==> src/rtl/cache_mem_arb_pkg.sv <==
// Shared types and default line geometry
// for the I/D cache memory-bus arbiter.
package cache_mem_arb_pkg;

  localparam int unsigned WORDS_PER_LINE_DEF = 4;
  localparam int unsigned WORD_SEL_BITS_DEF  = 2;
  localparam int unsigned OFFSET_BITS_DEF    = 4;
  localparam int unsigned TIMEOUT_CYCLES_DEF = 256;

  typedef enum logic [1:0] {
    IDLE = 2'd0,
    XFER = 2'd1,
    DONE = 2'd2
  } state_e;

  typedef enum logic {
    REQ_I = 1'b0,
    REQ_D = 1'b1
  } requester_e;

endpackage

==> src/rtl/cache_mem_arbiter_if.sv <==
// Word-wide memory bus driven by the arbiter
// toward memory_interface (ctrl_mem_* side).
interface cache_mem_arbiter_if;

  logic        mem_req;
  logic        mem_we;
  logic [31:0] mem_addr;
  logic [31:0] mem_wdata;
  logic [31:0] mem_rdata;
  logic        mem_resp_valid;

  modport master (
    output mem_req,
    output mem_we,
    output mem_addr,
    output mem_wdata,
    input  mem_rdata,
    input  mem_resp_valid
  );

  modport slave (
    input  mem_req,
    input  mem_we,
    input  mem_addr,
    input  mem_wdata,
    output mem_rdata,
    output mem_resp_valid
  );

endinterface

==> src/rtl/cache_mem_arb_rr.sv <==
// Two-way round-robin picker, purely
// combinational; the parent keeps rr_last.
module cache_mem_arb_rr
  import cache_mem_arb_pkg::*;
(
  input  logic [1:0] req,
  input  requester_e last,
  output logic       grant_valid,
  output requester_e grant_id
);

  // On a tie, favour whoever did not win last
  always_comb begin
    grant_valid = |req;
    grant_id    = REQ_I;
    unique case (1'b1)
      (req == 2'b11):
        grant_id = (last == REQ_I) ? REQ_D
                                   : REQ_I;
      (req == 2'b10):
        grant_id = REQ_D;
      default:
        grant_id = REQ_I;
    endcase
  end

endmodule

==> src/rtl/cache_mem_arbiter.sv <==
// Line-transaction arbiter for the shared memory bus.
// Optional watchdog: CACHE_MEM_ARB_TIMEOUT_EN.
module cache_mem_arbiter
  import cache_mem_arb_pkg::*;
#(
  parameter int unsigned WORDS_PER_LINE = WORDS_PER_LINE_DEF,
  parameter int unsigned WORD_SEL_BITS  = WORD_SEL_BITS_DEF,
  parameter int unsigned OFFSET_BITS    = OFFSET_BITS_DEF,
  parameter int unsigned TIMEOUT_CYCLES = TIMEOUT_CYCLES_DEF
) (
  input  logic                     clk,
  input  logic                     rst,
  input  logic                     i_req,
  input  logic                     i_we,
  input  logic [31:0]              i_addr,
  input  logic [31:0]              i_wdata,
  output logic [31:0]              i_rdata,
  output logic                     i_rvalid,
  output logic                     i_done,
  output logic                     i_err,
  input  logic                     d_req,
  input  logic                     d_we,
  input  logic [31:0]              d_addr,
  input  logic [31:0]              d_wdata,
  output logic [31:0]              d_rdata,
  output logic                     d_rvalid,
  output logic                     d_done,
  output logic                     d_err,
  output logic [WORD_SEL_BITS-1:0] word_idx,
  cache_mem_arbiter_if.master      mem
);

  localparam int unsigned LW = 32 - OFFSET_BITS;

  state_e                   state_q, state_d;
  requester_e               owner_q, owner_d;
  requester_e               rr_last_q, rr_last_d;
  logic [WORD_SEL_BITS-1:0] widx_q, widx_d;
  logic [LW-1:0]            line_q, line_d;
  logic                     we_q, we_d;

  logic       grant_valid;
  requester_e grant_id;
  logic       grant;
  logic       in_xfer;
  logic       in_done;
  logic       own_d;
  logic       resp;
  logic       last_word;
  logic       timeout;
  logic       rvalid;
  logic       unused_ok;

  cache_mem_arb_rr u_rr (
    .req         ({d_req, i_req}),
    .last        (rr_last_q),
    .grant_valid (grant_valid),
    .grant_id    (grant_id)
  );

  assign in_xfer   = (state_q == XFER);
  assign in_done   = (state_q == DONE);
  assign own_d     = (owner_q == REQ_D);
  assign grant     = (state_q == IDLE) && grant_valid;
  assign resp      = in_xfer && mem.mem_resp_valid;
  assign last_word =
    (widx_q == WORD_SEL_BITS'(WORDS_PER_LINE - 1));
  assign unused_ok =
    ^{i_addr[OFFSET_BITS-1:0], d_addr[OFFSET_BITS-1:0]};

`ifdef CACHE_MEM_ARB_TIMEOUT_EN
  localparam int unsigned CW =
    (TIMEOUT_CYCLES > 2) ? $clog2(TIMEOUT_CYCLES) : 1;

  logic [CW-1:0] wdog_q, wdog_d;
  logic          err_q, err_d;

  // Watchdog: cleared by grant or response,
  // fires when it would reach the limit.
  always_comb begin
    wdog_d  = wdog_q;
    err_d   = err_q;
    timeout = 1'b0;
    if (grant) begin
      wdog_d = '0;
      err_d  = 1'b0;
    end else if (in_xfer) begin
      if (mem.mem_resp_valid) begin
        wdog_d = '0;
      end else begin
        wdog_d  = wdog_q + CW'(1);
        timeout =
          (wdog_d == CW'(TIMEOUT_CYCLES - 1));
        if (timeout) begin
          err_d = 1'b1;
        end
      end
    end
  end

  // Watchdog and abort-flag registers
  always_ff @(posedge clk) begin
    if (rst) begin
      wdog_q <= '0;
      err_q  <= 1'b0;
    end else begin
      wdog_q <= wdog_d;
      err_q  <= err_d;
    end
  end

  assign i_err = in_done && err_q && !own_d;
  assign d_err = in_done && err_q && own_d;
`else
  logic unused_tmo;

  assign timeout    = 1'b0;
  assign unused_tmo = TIMEOUT_CYCLES[0];
  assign i_err      = 1'b0;
  assign d_err      = 1'b0;
`endif

  // Grant, word sequencing and line completion
  always_comb begin
    state_d   = state_q;
    owner_d   = owner_q;
    rr_last_d = rr_last_q;
    widx_d    = widx_q;
    line_d    = line_q;
    we_d      = we_q;
    unique case (state_q)
      IDLE: begin
        if (grant_valid) begin
          owner_d   = grant_id;
          rr_last_d = grant_id;
          widx_d    = '0;
          state_d   = XFER;
          if (grant_id == REQ_D) begin
            we_d   = d_we;
            line_d = d_addr[31:OFFSET_BITS];
          end else begin
            we_d   = i_we;
            line_d = i_addr[31:OFFSET_BITS];
          end
        end
      end
      XFER: begin
        if (resp) begin
          widx_d = widx_q + WORD_SEL_BITS'(1);
          if (last_word) begin
            state_d = DONE;
          end
        end else if (timeout) begin
          state_d = DONE;
        end
      end
      DONE: begin
        state_d = IDLE;
      end
      default: begin
        state_d = IDLE;
      end
    endcase
  end

  // Arbiter state registers
  always_ff @(posedge clk) begin
    if (rst) begin
      state_q   <= IDLE;
      owner_q   <= REQ_I;
      rr_last_q <= REQ_D;
      widx_q    <= '0;
      line_q    <= '0;
      we_q      <= 1'b0;
    end else begin
      state_q   <= state_d;
      owner_q   <= owner_d;
      rr_last_q <= rr_last_d;
      widx_q    <= widx_d;
      line_q    <= line_d;
      we_q      <= we_d;
    end
  end

  // Bus and requester-side outputs
  always_comb begin
    mem.mem_req   = in_xfer;
    mem.mem_we    = in_xfer && we_q;
    mem.mem_addr  = '0;
    mem.mem_wdata = own_d ? d_wdata : i_wdata;
    if (in_xfer) begin
      mem.mem_addr = {line_q, widx_q, 2'b00};
    end
    rvalid   = resp && !we_q;
    i_rvalid = rvalid && !own_d;
    d_rvalid = rvalid && own_d;
    i_done   = in_done && !own_d;
    d_done   = in_done && own_d;
    i_rdata  = mem.mem_rdata;
    d_rdata  = mem.mem_rdata;
    word_idx = widx_q;
  end

endmodule

==> src/flat_wrapper.sv <==
// flat-port wrapper written by rule: the top's interface ports become plain ports
module cache_mem_arbiter_flat import cache_mem_arb_pkg::*;
#(
  parameter int unsigned WORDS_PER_LINE = WORDS_PER_LINE_DEF,
  parameter int unsigned WORD_SEL_BITS  = WORD_SEL_BITS_DEF,
  parameter int unsigned OFFSET_BITS    = OFFSET_BITS_DEF,
  parameter int unsigned TIMEOUT_CYCLES = TIMEOUT_CYCLES_DEF
)
  (clk, rst, i_req, i_we, i_addr, i_wdata, i_rdata, i_rvalid, i_done, i_err, d_req, d_we, d_addr, d_wdata, d_rdata, d_rvalid, d_done, d_err, word_idx, mem_mem_req, mem_mem_we, mem_mem_addr, mem_mem_wdata, mem_mem_rdata, mem_mem_resp_valid);
  cache_mem_arbiter_if mem_i ();
  input  logic clk;
  input  logic rst;
  input  logic i_req;
  input  logic i_we;
  input  logic [31:0] i_addr;
  input  logic [31:0] i_wdata;
  output logic [31:0] i_rdata;
  output logic i_rvalid;
  output logic i_done;
  output logic i_err;
  input  logic d_req;
  input  logic d_we;
  input  logic [31:0] d_addr;
  input  logic [31:0] d_wdata;
  output logic [31:0] d_rdata;
  output logic d_rvalid;
  output logic d_done;
  output logic d_err;
  output logic [WORD_SEL_BITS-1:0] word_idx;
  output wire logic [$bits(mem_i.mem_req)-1:0] mem_mem_req;
  output wire logic [$bits(mem_i.mem_we)-1:0] mem_mem_we;
  output wire logic [$bits(mem_i.mem_addr)-1:0] mem_mem_addr;
  output wire logic [$bits(mem_i.mem_wdata)-1:0] mem_mem_wdata;
  input wire logic [$bits(mem_i.mem_rdata)-1:0] mem_mem_rdata;
  input wire logic [$bits(mem_i.mem_resp_valid)-1:0] mem_mem_resp_valid;
  assign mem_mem_req = mem_i.mem_req;
  assign mem_mem_we = mem_i.mem_we;
  assign mem_mem_addr = mem_i.mem_addr;
  assign mem_mem_wdata = mem_i.mem_wdata;
  assign mem_i.mem_rdata = mem_mem_rdata;
  assign mem_i.mem_resp_valid = mem_mem_resp_valid;
  cache_mem_arbiter #(.WORDS_PER_LINE(WORDS_PER_LINE), .WORD_SEL_BITS(WORD_SEL_BITS), .OFFSET_BITS(OFFSET_BITS), .TIMEOUT_CYCLES(TIMEOUT_CYCLES)) u_core (.clk(clk), .rst(rst), .i_req(i_req), .i_we(i_we), .i_addr(i_addr), .i_wdata(i_wdata), .i_rdata(i_rdata), .i_rvalid(i_rvalid), .i_done(i_done), .i_err(i_err), .d_req(d_req), .d_we(d_we), .d_addr(d_addr), .d_wdata(d_wdata), .d_rdata(d_rdata), .d_rvalid(d_rvalid), .d_done(d_done), .d_err(d_err), .word_idx(word_idx), .mem(mem_i));
endmodule
==> config.mk <==
export PLATFORM = sky130hd
export DESIGN_NAME = cache_mem_arbiter_flat
export DESIGN_NICKNAME = d
export VERILOG_FILES = /design/src/rtl/cache_mem_arb_pkg.sv /design/src/rtl/cache_mem_arbiter_if.sv /design/src/rtl/cache_mem_arb_rr.sv /design/src/rtl/cache_mem_arbiter.sv /design/src/flat_wrapper.sv
export SDC_FILE = /design/constraint.sdc
export NUM_CORES = 1
export LEC_CHECK = 0
export ABC_AREA = 1
export BUFFER_PORTS_ARGS = -buffer_cell sky130_fd_sc_hd__buf_4
export CAP_MARGIN = 20
export CORE_AREA = 2 2 117 119
export CTS_BUF_LIST = sky130_fd_sc_hd__clkbuf_16
export CTS_CLUSTER_SIZE = 40
export DETAILED_ROUTE_END_ITERATION = 10
export DIE_AREA = 0 0 119 121
export PLACE_DENSITY_LB_ADDON = 0.08
export SYNTH_ARGS = -nofsm -noshare
export SYNTH_HDL_FRONTEND = slang
export SYNTH_HIERARCHICAL = 1
export SYNTH_SLANG_ARGS = --single-unit
==> constraint.sdc <==
create_clock -name clk -period 1.7 [get_ports clk]
set_clock_uncertainty 0.2 [all_clocks]
set_input_delay 0.255 -clock clk [delete_from_list [all_inputs] [get_ports clk]]
set_output_delay 0.255 -clock clk [all_outputs]
set_load 0.01 [all_outputs]
==> flow_metrics.py, run 1 <==
metrics = {
    "drt": {
        "drt_iter0_markers": 106,
        "drtAntennaViolNets": 0,
        "drc": 0,
        "wl_per_cell_um": 11.71,
        "dr.pass1.iters": 4,
        "via_per_inst": 3.906,
        "num_vias": 3238,
        "routed_wl_mm": 9.708,
    },
    "job": {
        "drv_cap": 0,
    },
    "synth": {
        "yosysSeqAreaShare_pct": 24.04,
        "yosys_warnings": 6,
        "synth_top_area_share_pct": 24.35,
        "synth-compound-area-share_pct": 6.011,
        "synth.most_common_cell": "nand2_1",
        "synth_mux_area_share_pct": 0,
        "synthTopCellsByArea": "nand2_1 (24%), dfxtp_1 (24%), buf_4 (19%), nor2_1 (12%), inv_1 (8.6%)",
        "syn-cell-area_um2": 2914,
        "yosys_most_used_dff": "dfxtp_1",
        "ys_ff_latch": 35,
        "synthDistinctLibCells": 17,
        "synthAdderAreaFrac_pct": 0.4294,
        "synth_edf_count": 0,
        "yosys.area_share.xor_xnor_pct": 0,
        "async_reset_ff_share_pct": 0,
        "synth_common_cells": "nand2_1 (189), nor2_1 (94), buf_4 (73)",
        "synth_top_family_by_area": "simple AND/OR/NAND/NOR gates",
        "yosys.area.top_type": "nand2_1",
        "yosys.area_share.simple_pct": 38.43,
        "postSynthCellCount": 528,
        "syn-mean-instance-area_um2": 5.519,
    },
    "floorplanning": {
        "start_util_pct": 22.27,
        "core_area_um2": 13090,
        "ioPinCount": 305,
        "die_y_um": 121,
        "die_w_um": 119,
        "die-area_um2": 14400,
        "rows": 42,
    },
    "worst_setup_path": {
        "cp-start-kind": "flip-flop",
        "crit_type": "reg -> out",
        "cp_max_fo": 32,
        "r2r_start": "u_core/rr_last_q$_SDFFE_PP1P_",
        "endpoint_kind": "output port",
        "slowest_stage": "dfxtp_2",
        "cp_top_family": "buffers and inverters",
        "crit_top_cell": "nand2_1",
        "r2r_slack_ps": 300,
        "crit_required_ps": 1240,
        "cp.depth": 5,
        "path_cells": "clkinv_2 > buf_8 > nand2_1 > nand2_1 > buf_4",
        "critPathBufInv": 3,
        "r2r-end": "u_core/we_q$_SDFFE_PP0P_",
        "reg2regPathDepth": 5,
        "worstPathArrival_ps": 1190,
        "max_stage_delay_ps": 350,
    },
    "placement": {
        "placed_area_um2": 4109,
        "place.gp.congestion": 0.7535,
        "numPortBuffers": 196,
        "hpwl_mm": 7.537,
    },
    "hold_path": {
        "hold_end": "u_core/state_q[1]$_SDFFE_PP0P_",
        "hold_path.class": "in -> reg",
        "whs_path_depth": 3,
        "hp-start": "mem_mem_resp_valid",
    },
    "cells_and_area": {
        "drive_gt1_share_pct": 35.68,
        "fillCellCount": 1475,
        "final_core_util_pct": 33.33,
        "nNetsFinal": 820,
        "fin_area_um2": 4362,
        "num_antenna_cells": 0,
        "area_growth_pct": 49.68,
    },
    "power_and_ir_drop": {
        "vdd_ir_drop_max_uv": 476.5,
        "p_leak_uw": 0.002456,
        "p_seq_share_pct": 30.6,
        "power.share.switching_pct": 30.42,
        "power_density_nw_per_um2": 704.4,
        "internal_power_uw": 2138,
        "power_frac_comb_pct": 35.2,
        "p_sw_uw": 934.7,
        "p_clk_share_pct": 34.2,
    },
    "clock_tree": {
        "tritoncts": "built",
        "cts_max_level": 2,
        "root_buffer": "clkbuf_16",
        "path_clk_slew_ps": 50,
        "cts_buffers": 5,
        "clk_latency_ps": 270,
        "clkSinkCount": 35,
        "clockBufferDepth": 2,
    },
    "grt": {
        "grt-ovfl-total": 0,
        "first_global_vias": 2919,
        "grt_pass1_wl_mm": 14.70,
        "grt_max_degree": 53,
        "antenna_found_initial": 0,
        "groute.usage.overall_pct": 12.68,
    },
    "timing": {
        "grt_setup_unrepaired": "yes",
        "slew_violations": 0,
        "final-setup-viol-count": 0,
        "fin_crit_sh_pct": 96.59,
        "hold_viol_final": 0,
        "layout_min_cycle_time_ps": 1642,
        "fmax_ghz": 0.6090,
    },
    "outcome": {
        "outcome": "complete, no violations",
    },
}
-- state kept, by name (all words and copies together), names as in the netlist --
register	flops
u_core/line_q	28
u_core/state_q	2
u_core/word_idx	2
u_core/own_d	1
u_core/rr_last_q	1
u_core/we_q	1
-- metrics by stage --
stage | hold slack (ps) | TNS, ps | setup slack (ps) | power [uW] | instances
detailed placement | 267.8 | 0 | 201.9 | 2025 | 819
finish | 49.86 | 0 | 57.98 | 3073 | 829
CTS | 50.50 | 0 | 5.494 | 3116 | 828
global placement | 265.8 | 0 | 201.0 | 2017 | 819
floorplan | 124.1 | 0 | 281.1 | 1635 | 531
global route | 83.24 | -12.49 | -5.167 | 3276 | 829
-- cell usage in the layout (no fill, tap or decap), types with 5 or more instances in the layout --
master,count
buf_12,5
buf_4,200
clkbuf_16,5
dfxtp_1,32
inv_1,66
nand2_1,187
nor2_1,85
nor2_2,9
o21ai_0,30
-- worst max path at each step --
| stage | start | end | slack (ps) |
|---|---|---|---|
| 2_1_floorplan | u_core/own_d$_SDFFE_PP0P_ | mem_mem_wdata[10] | 280 |
| 3_3_place_gp | i_req | u_core/word_idx[1]$_SDFFE_PP0P_ | 200 |
| 3_5_place_dp | u_core/own_d$_SDFFE_PP0P_ | mem_mem_wdata[2] | 200 |
| 4_1_cts | u_core/state_q[1]$_SDFFE_PP0P_ | mem_mem_addr[29] | 5 |
| 5_1_grt | u_core/state_q[1]$_SDFFE_PP0P_ | mem_mem_addr[30] | -5 |
| 6_report | u_core/own_d$_SDFFE_PP0P_ | mem_mem_wdata[2] | 60 |
-- per-layer routing --
layer	GRT usage (%)	vias to the layer above	share of wire [%]
met5	0	-	0
met4	3.497	0	1.2
met3	4.135	14	8.7
met2	22.02	139	48
met1	14.98	1370	42
li1	-	1715	-
-- cell type report --
class                           instances  area (um2)  area share, %
Timing Repair Buffer                  208        1642          37.64
Multi-Input combinational cell        334        1371          31.44
Sequential cell                        35       704.4          16.15
Inverter                               68       256.5          5.881
Tap cell                              176       220.2          5.049
Clock buffer                            5       125.1          2.869
Clock inverter                          3       42.54         0.9753
-- worst reg2reg max path: cells and delay by family, from the launching register on --
family | cells | cell delay (ps)
simple gates | 2 | 170
compound gates | 2 | 360
flops | 1 | 330
buf+inv | 1 | 220
-- power groups by stage --
stage	Combinational, uW	Sequential (uW)	Clock [uW]
5_1_grt	1210	948	1120
3_3_place_gp	1060	954	0
3_5_place_dp	1070	956	0
6_report	1080	939	1050
2_1_floorplan	687	948	0
4_1_cts	1090	938	1090
-- repair_timing --
action,in CTS,in global routing
gates resized for setup,8,16
endpoints found under the setup margin,52,65
hold endpoints to repair,2,0
buffers inserted,0,1
hold buffers,1,0
-- cell families (layout without fill, tap and decap cells) --
logic type,Yosys count,in the layout
AOI/OAI and AO/OA,35,35
adders and majority gates,1,1
buffers and inverters,162,284
DFF,35,35
other,1,4
and+or+nand+nor,294,294
Note: power is estimated with default switching activity, not from simulation.
==> inputs of run 2 (changes only) <==
CORE_AREA = 2 2 119 121   (was 2 2 117 119)
CTS_BUF_LIST = sky130_fd_sc_hd__clkbuf_2 sky130_fd_sc_hd__clkbuf_4 sky130_fd_sc_hd__clkbuf_8   (was sky130_fd_sc_hd__clkbuf_16)
DIE_AREA = 0 0 121 123   (was 0 0 119 121)
==> run 2 against run 1 <==
Compared with the run above: critical path depth is the same; global-route usage is 0.37 points lower; wire length rose by 4.0%; register-to-register slack got worse by 90 ps; maximum frequency shrank 1.2%; critical path type unchanged; final area rose by 1.8%; largest cell class unchanged.
==> flow_metrics.py, run 2 (same netlist as run 1, synthesis figures left out) <==
metrics = {
    "outcome": {
        "outcome": "complete, no violations",
    },
    "hold_path": {
        "hold_end": "u_core/state_q[1]$_SDFFE_PP0P_",
        "hp-start": "mem_mem_resp_valid",
        "hold_path.class": "in -> reg",
        "whs_path_depth": 3,
    },
    "drt": {
        "drtAntennaViolNets": 0,
        "drt_iter0_markers": 139,
        "num_vias": 3265,
        "dr.pass1.iters": 4,
        "drc": 0,
        "via_per_inst": 3.896,
        "routed_wl_mm": 10.10,
        "wl_per_cell_um": 12.05,
    },
    "power_and_ir_drop": {
        "p_leak_uw": 0.002486,
        "power_density_nw_per_um2": 609.6,
        "vdd_ir_drop_max_uv": 279.2,
    },
    "cells_and_area": {
        "largest_reg_flops": 28,
        "final_cell_mix": "buf_4 (199), nand2_1 (187), nor2_1 (87), inv_1 (66), dfxtp_1 (32)",
        "layout_commonest_cell": "buf_4",
        "layout.cells.non_filler": 838,
        "area_growth_pct": 52.30,
        "drive_gt1_share_pct": 36.02,
        "nNetsFinal": 825,
        "num_antenna_cells": 0,
        "fillCellCount": 1551,
        "top_register": "u_core/line_q",
    },
    "clock_tree": {
        "root_buffer": "clkbuf_8",
        "tritoncts": "built",
        "clockBufferDepth": 2,
        "cts_max_level": 2,
        "path_clk_slew_ps": 70,
        "clkSinkCount": 35,
        "clk_latency_ps": 290,
        "cts_buffers": 5,
    },
    "grt": {
        "antenna_found_initial": 0,
        "first_global_vias": 2919,
        "grt-ovfl-total": 0,
        "groute.usage.overall_pct": 12.31,
        "grt_pass1_wl_mm": 14.55,
        "grt_max_degree": 47,
    },
    "worst_setup_path": {
        "endpoint_kind": "output port",
        "r2r-end": "u_core/we_q$_SDFFE_PP0P_",
        "reg2regPathDepth": 5,
        "cp_max_fo": 7,
        "crit_type": "reg -> out",
        "r2r_start": "u_core/rr_last_q$_SDFFE_PP1P_",
        "r2r_slack_ps": 210,
        "worstPathArrival_ps": 1210,
        "crit_required_ps": 1240,
        "cp-start-kind": "flip-flop",
    },
    "floorplanning": {
        "die_w_um": 121,
        "die-area_um2": 14880,
        "rows": 43,
        "start_util_pct": 21.41,
        "die_y_um": 123,
        "ioPinCount": 305,
        "core_area_um2": 13610,
    },
    "job": {
        "drv_cap": 0,
    },
    "timing": {
        "grt_setup_unrepaired": "yes",
        "hold_viol_final": 0,
        "slew_violations": 0,
        "fmax_ghz": 0.6015,
        "fin_hold_ws_ps": 48.82,
        "final-setup-viol-count": 0,
        "fin_crit_sh_pct": 97.80,
        "layout_min_cycle_time_ps": 1663,
    },
    "placement": {
        "place.gp.congestion": 0.7097,
        "dp.cells": 824,
        "hpwl_mm": 7.392,
        "numPortBuffers": 196,
    },
}
run 2: cell types whose count changed in the layout (fill, tap and decap cells not counted), moves of 2 or more:
cell,change
nor2_4,+3
buf_12,+3
clkbuf_16,-2
inv_4,+2
clkbuf_8,+5
buf_6,+2
nor2_2,-5
buf_8,-2
nor2_1,+2
run 2: per-layer routing:
metal	vias to the layer above	global-route usage, %	wire length [um]
met4	0	3.488	87
met5	-	0	0
met1	1396	14.63	4176
met3	12	3.506	897
li1	1727	-	-
met2	130	21.63	4935
run 2: worst max-delay path by stage:
stage | startpoint | to | slack (ps) | depth (start not counted)
2_1_floorplan | u_core/own_d$_SDFFE_PP0P_ | mem_mem_wdata[10] | 280 | 5
3_3_place_gp | u_core/state_q[1]$_SDFFE_PP0P_ | mem_mem_addr[29] | 60 | 5
3_5_place_dp | u_core/state_q[1]$_SDFFE_PP0P_ | mem_mem_addr[29] | 40 | 5
4_1_cts | u_core/state_q[1]$_SDFFE_PP0P_ | mem_mem_addr[29] | -8 | 5
5_1_grt | u_core/state_q[1]$_SDFFE_PP0P_ | mem_mem_addr[29] | -40 | 5
6_report | u_core/state_q[1]$_SDFFE_PP0P_ | mem_mem_addr[29] | 40 | 5
run 2: power by group:
part           leakage [uW]  internal [uW]  switching, uW
clock network     0.0000446            303            325
registers          0.000292            905           34.8
logic               0.00215            584            553
run 2: cell type report:
class,instances,area [um2],area share (%)
Inverter,68,260.3,5.864
Sequential cell,35,706.9,15.93
Clock buffer,6,76.32,1.720
Clock inverter,2,12.51,0.2819
Tap cell,180,225.2,5.075
Multi-Input combinational cell,334,1395,31.44
Timing Repair Buffer,213,1762,39.70
run 2: what timing repair did:
item	CTS	global route
pin swaps	0	2
gates resized for setup	19	18
hold buffers	1	0
gates cloned	0	3
endpoints found under the hold margin	3	0
buffers inserted	0	2
endpoints found under the setup margin	67	43
run 2: critical path: stages (launching register included):
cell and delay [ps]:
dfxtp_2 340, inv_4 90, nand2_8 80, buf_12 150, nor2_4 140, buf_6 120
run 2: per-stage QoR:
step	setup TNS, ps	power, uW	area (um2)	setup WS, ps	util [%]
final	0	2705	4438	37.37	32.60
after CTS	-11.35	2713	4282	-8.149	31.46
after global placement	0	2018	4121	60.35	30.28
after floorplan	0	1635	2925	281.1	-
after detailed placement	0	2026	4121	37.97	30.28
after global routing	-231.1	2941	4438	-39.66	32.60
==> inputs of run 3 (changes only) <==
RECOVER_POWER = 50   (was unset)
==> run 3 against run 2 <==
Compared with the run above: final area down 0.23%; largest power group unchanged; critical path type unchanged; utilization down 0.074 points; maximum frequency about the same; largest cell class unchanged.
==> flow_metrics.py, run 3 (same netlist as run 1, synthesis figures left out) <==
metrics = {
    "outcome": {
        "outcome": "complete, no violations",
    },
    "worst_setup_path": {
        "crit_type": "reg -> out",
        "endpoint_kind": "output port",
        "worstPathArrival_ps": 1210,
        "crit_required_ps": 1240,
        "cp_max_fo": 7,
        "cp-start-kind": "flip-flop",
    },
    "timing": {
        "fmax_ghz": 0.6014,
        "layout_min_cycle_time_ps": 1663,
        "fin_crit_sh_pct": 97.82,
        "fin_ws_ps": 37.12,
        "slew_violations": 0,
        "grt_setup_unrepaired": "yes",
        "fin_hold_ws_ps": 49.13,
        "setup_tns_ps": 0,
        "final-setup-viol-count": 0,
        "hold_viol_final": 0,
    },
    "placement": {
        "detailedPlace.worstSlack_ps": 37.97,
        "place.gp.congestion": 0.7097,
        "dp.cells": 824,
        "numPortBuffers": 196,
        "hpwl_mm": 7.392,
        "placed_area_um2": 4121,
    },
    "floorplanning": {
        "die_y_um": 123,
        "core_area_um2": 13610,
        "rows": 43,
        "die_w_um": 121,
        "ioPinCount": 305,
        "start_util_pct": 21.41,
        "die-area_um2": 14880,
    },
    "hold_path": {
        "hold_path.class": "in -> reg",
    },
    "clock_tree": {
        "clkSinkCount": 35,
        "tritoncts": "built",
        "clockBufferDepth": 2,
        "root_buffer": "clkbuf_8",
        "cts_max_level": 2,
        "cts_buffers": 5,
        "clk_latency_ps": 290,
        "path_clk_slew_ps": 70,
    },
    "cells_and_area": {
        "largest_reg_flops": 28,
        "top_register": "u_core/line_q",
        "final_cell_mix": "buf_4 (197), nand2_1 (188), nor2_1 (87), inv_1 (66), dfxtp_1 (32)",
        "layout.cells.non_filler": 838,
        "layout_commonest_cell": "buf_4",
        "area_growth_pct": 51.95,
        "fin_area_um2": 4428,
        "num_antenna_cells": 0,
        "drive_gt1_share_pct": 35.56,
        "nNetsFinal": 825,
    },
    "grt": {
        "antenna_found_initial": 0,
        "groute.usage.overall_pct": 12.31,
        "grt-ovfl-total": 0,
        "grt_pass1_wl_mm": 14.55,
        "grt_max_degree": 47,
        "first_global_vias": 2919,
    },
    "drt": {
        "drt_iter0_markers": 138,
        "wl_per_cell_um": 12.04,
        "drtAntennaViolNets": 0,
        "via_per_inst": 3.897,
        "num_vias": 3266,
        "dr.pass1.iters": 4,
        "routed_wl_mm": 10.09,
        "drc": 0,
    },
    "power_and_ir_drop": {
        "internal_power_uw": 1787,
        "power_frac_comb_pct": 41.9,
        "p_seq_share_pct": 34.8,
        "vdd_ir_drop_max_uv": 279.0,
        "p_clk_share_pct": 23.2,
        "p_leak_uw": 0.002478,
        "power.share.switching_pct": 33.78,
        "p_sw_uw": 911.8,
        "power_density_nw_per_um2": 609.6,
    },
    "job": {
        "drv_cap": 0,
    },
}
## run 3: cell count changes in the layout (fill, tap and decap cells not counted)
cell and change:
buf_4 -2, clkbuf_1 +2, nand2_1 +1, nand2_2 -1
## run 3: layer usage
layer | vias to the layer above | wire, um | global-route usage, %
met5 | - | 0 | 0
met4 | 0 | 87 | 3.488
met3 | 12 | 897 | 3.506
met2 | 130 | 4933 | 21.63
met1 | 1396 | 4173 | 14.63
li1 | 1728 | - | -
## run 3: final cells by class
cell class	instances	area, um2
Clock buffer	6	76.32
Clock inverter	2	12.51
Fill cell	1554	9184
Inverter	68	260.3
Multi-Input combinational cell	334	1393
Sequential cell	35	706.9
Tap cell	180	225.2
Timing Repair Buffer	213	1754
## run 3: power groups by stage
| stage | logic [uW] | registers, uW | clock network, uW |
|---|---|---|---|
| finish | 1130 | 940 | 627 |
| global route | 1280 | 950 | 702 |
| CTS | 1100 | 937 | 673 |
| detailed placement | 1070 | 954 | 0 |
| global placement | 1060 | 953 | 0 |
| floorplan | 687 | 948 | 0 |
## run 3: stage by stage
| step | util, % | power, uW |
|---|---|---|
| floorplan | - | 1635 |
| global placement | 30.28 | 2018 |
| detailed placement | 30.28 | 2026 |
| CTS | 31.46 | 2713 |
| global route | 32.53 | 2935 |
| finish | 32.53 | 2699 |
## run 3: final timing paths
| kind | slack, ps | startpoint | cells after the start | end |
|---|---|---|---|---|
| worst max-delay path | 40 | u_core/state_q[1]$_SDFFE_PP0P_ | 5 | mem_mem_addr[29] |
| worst min-delay path | 50 | mem_mem_resp_valid | 3 | u_core/state_q[1]$_SDFFE_PP0P_ |
| worst max register to register | 210 | u_core/rr_last_q$_SDFFE_PP1P_ | 5 | u_core/we_q$_SDFFE_PP0P_ |
| worst min register to register | 310 | u_core/rr_last_q$_SDFFE_PP1P_ | 2 | u_core/rr_last_q$_SDFFE_PP1P_ |
## run 3: timing repair
item | 4_1_cts | 5_1_grt
hold buffers | 1 | 0
buffers inserted | 0 | 2
endpoints found under the setup margin | 67 | 43
endpoints found under the hold margin | 3 | 0
pin swaps | 0 | 2
gates resized for setup | 19 | 18
gates cloned | 0 | 3
## run 3: critical path, cell delays in order (launching register included)
cell and delay [ps]:
dfxtp_2 340, inv_4 90, nand2_8 80, buf_12 150
nor2_4 140, buf_6 120
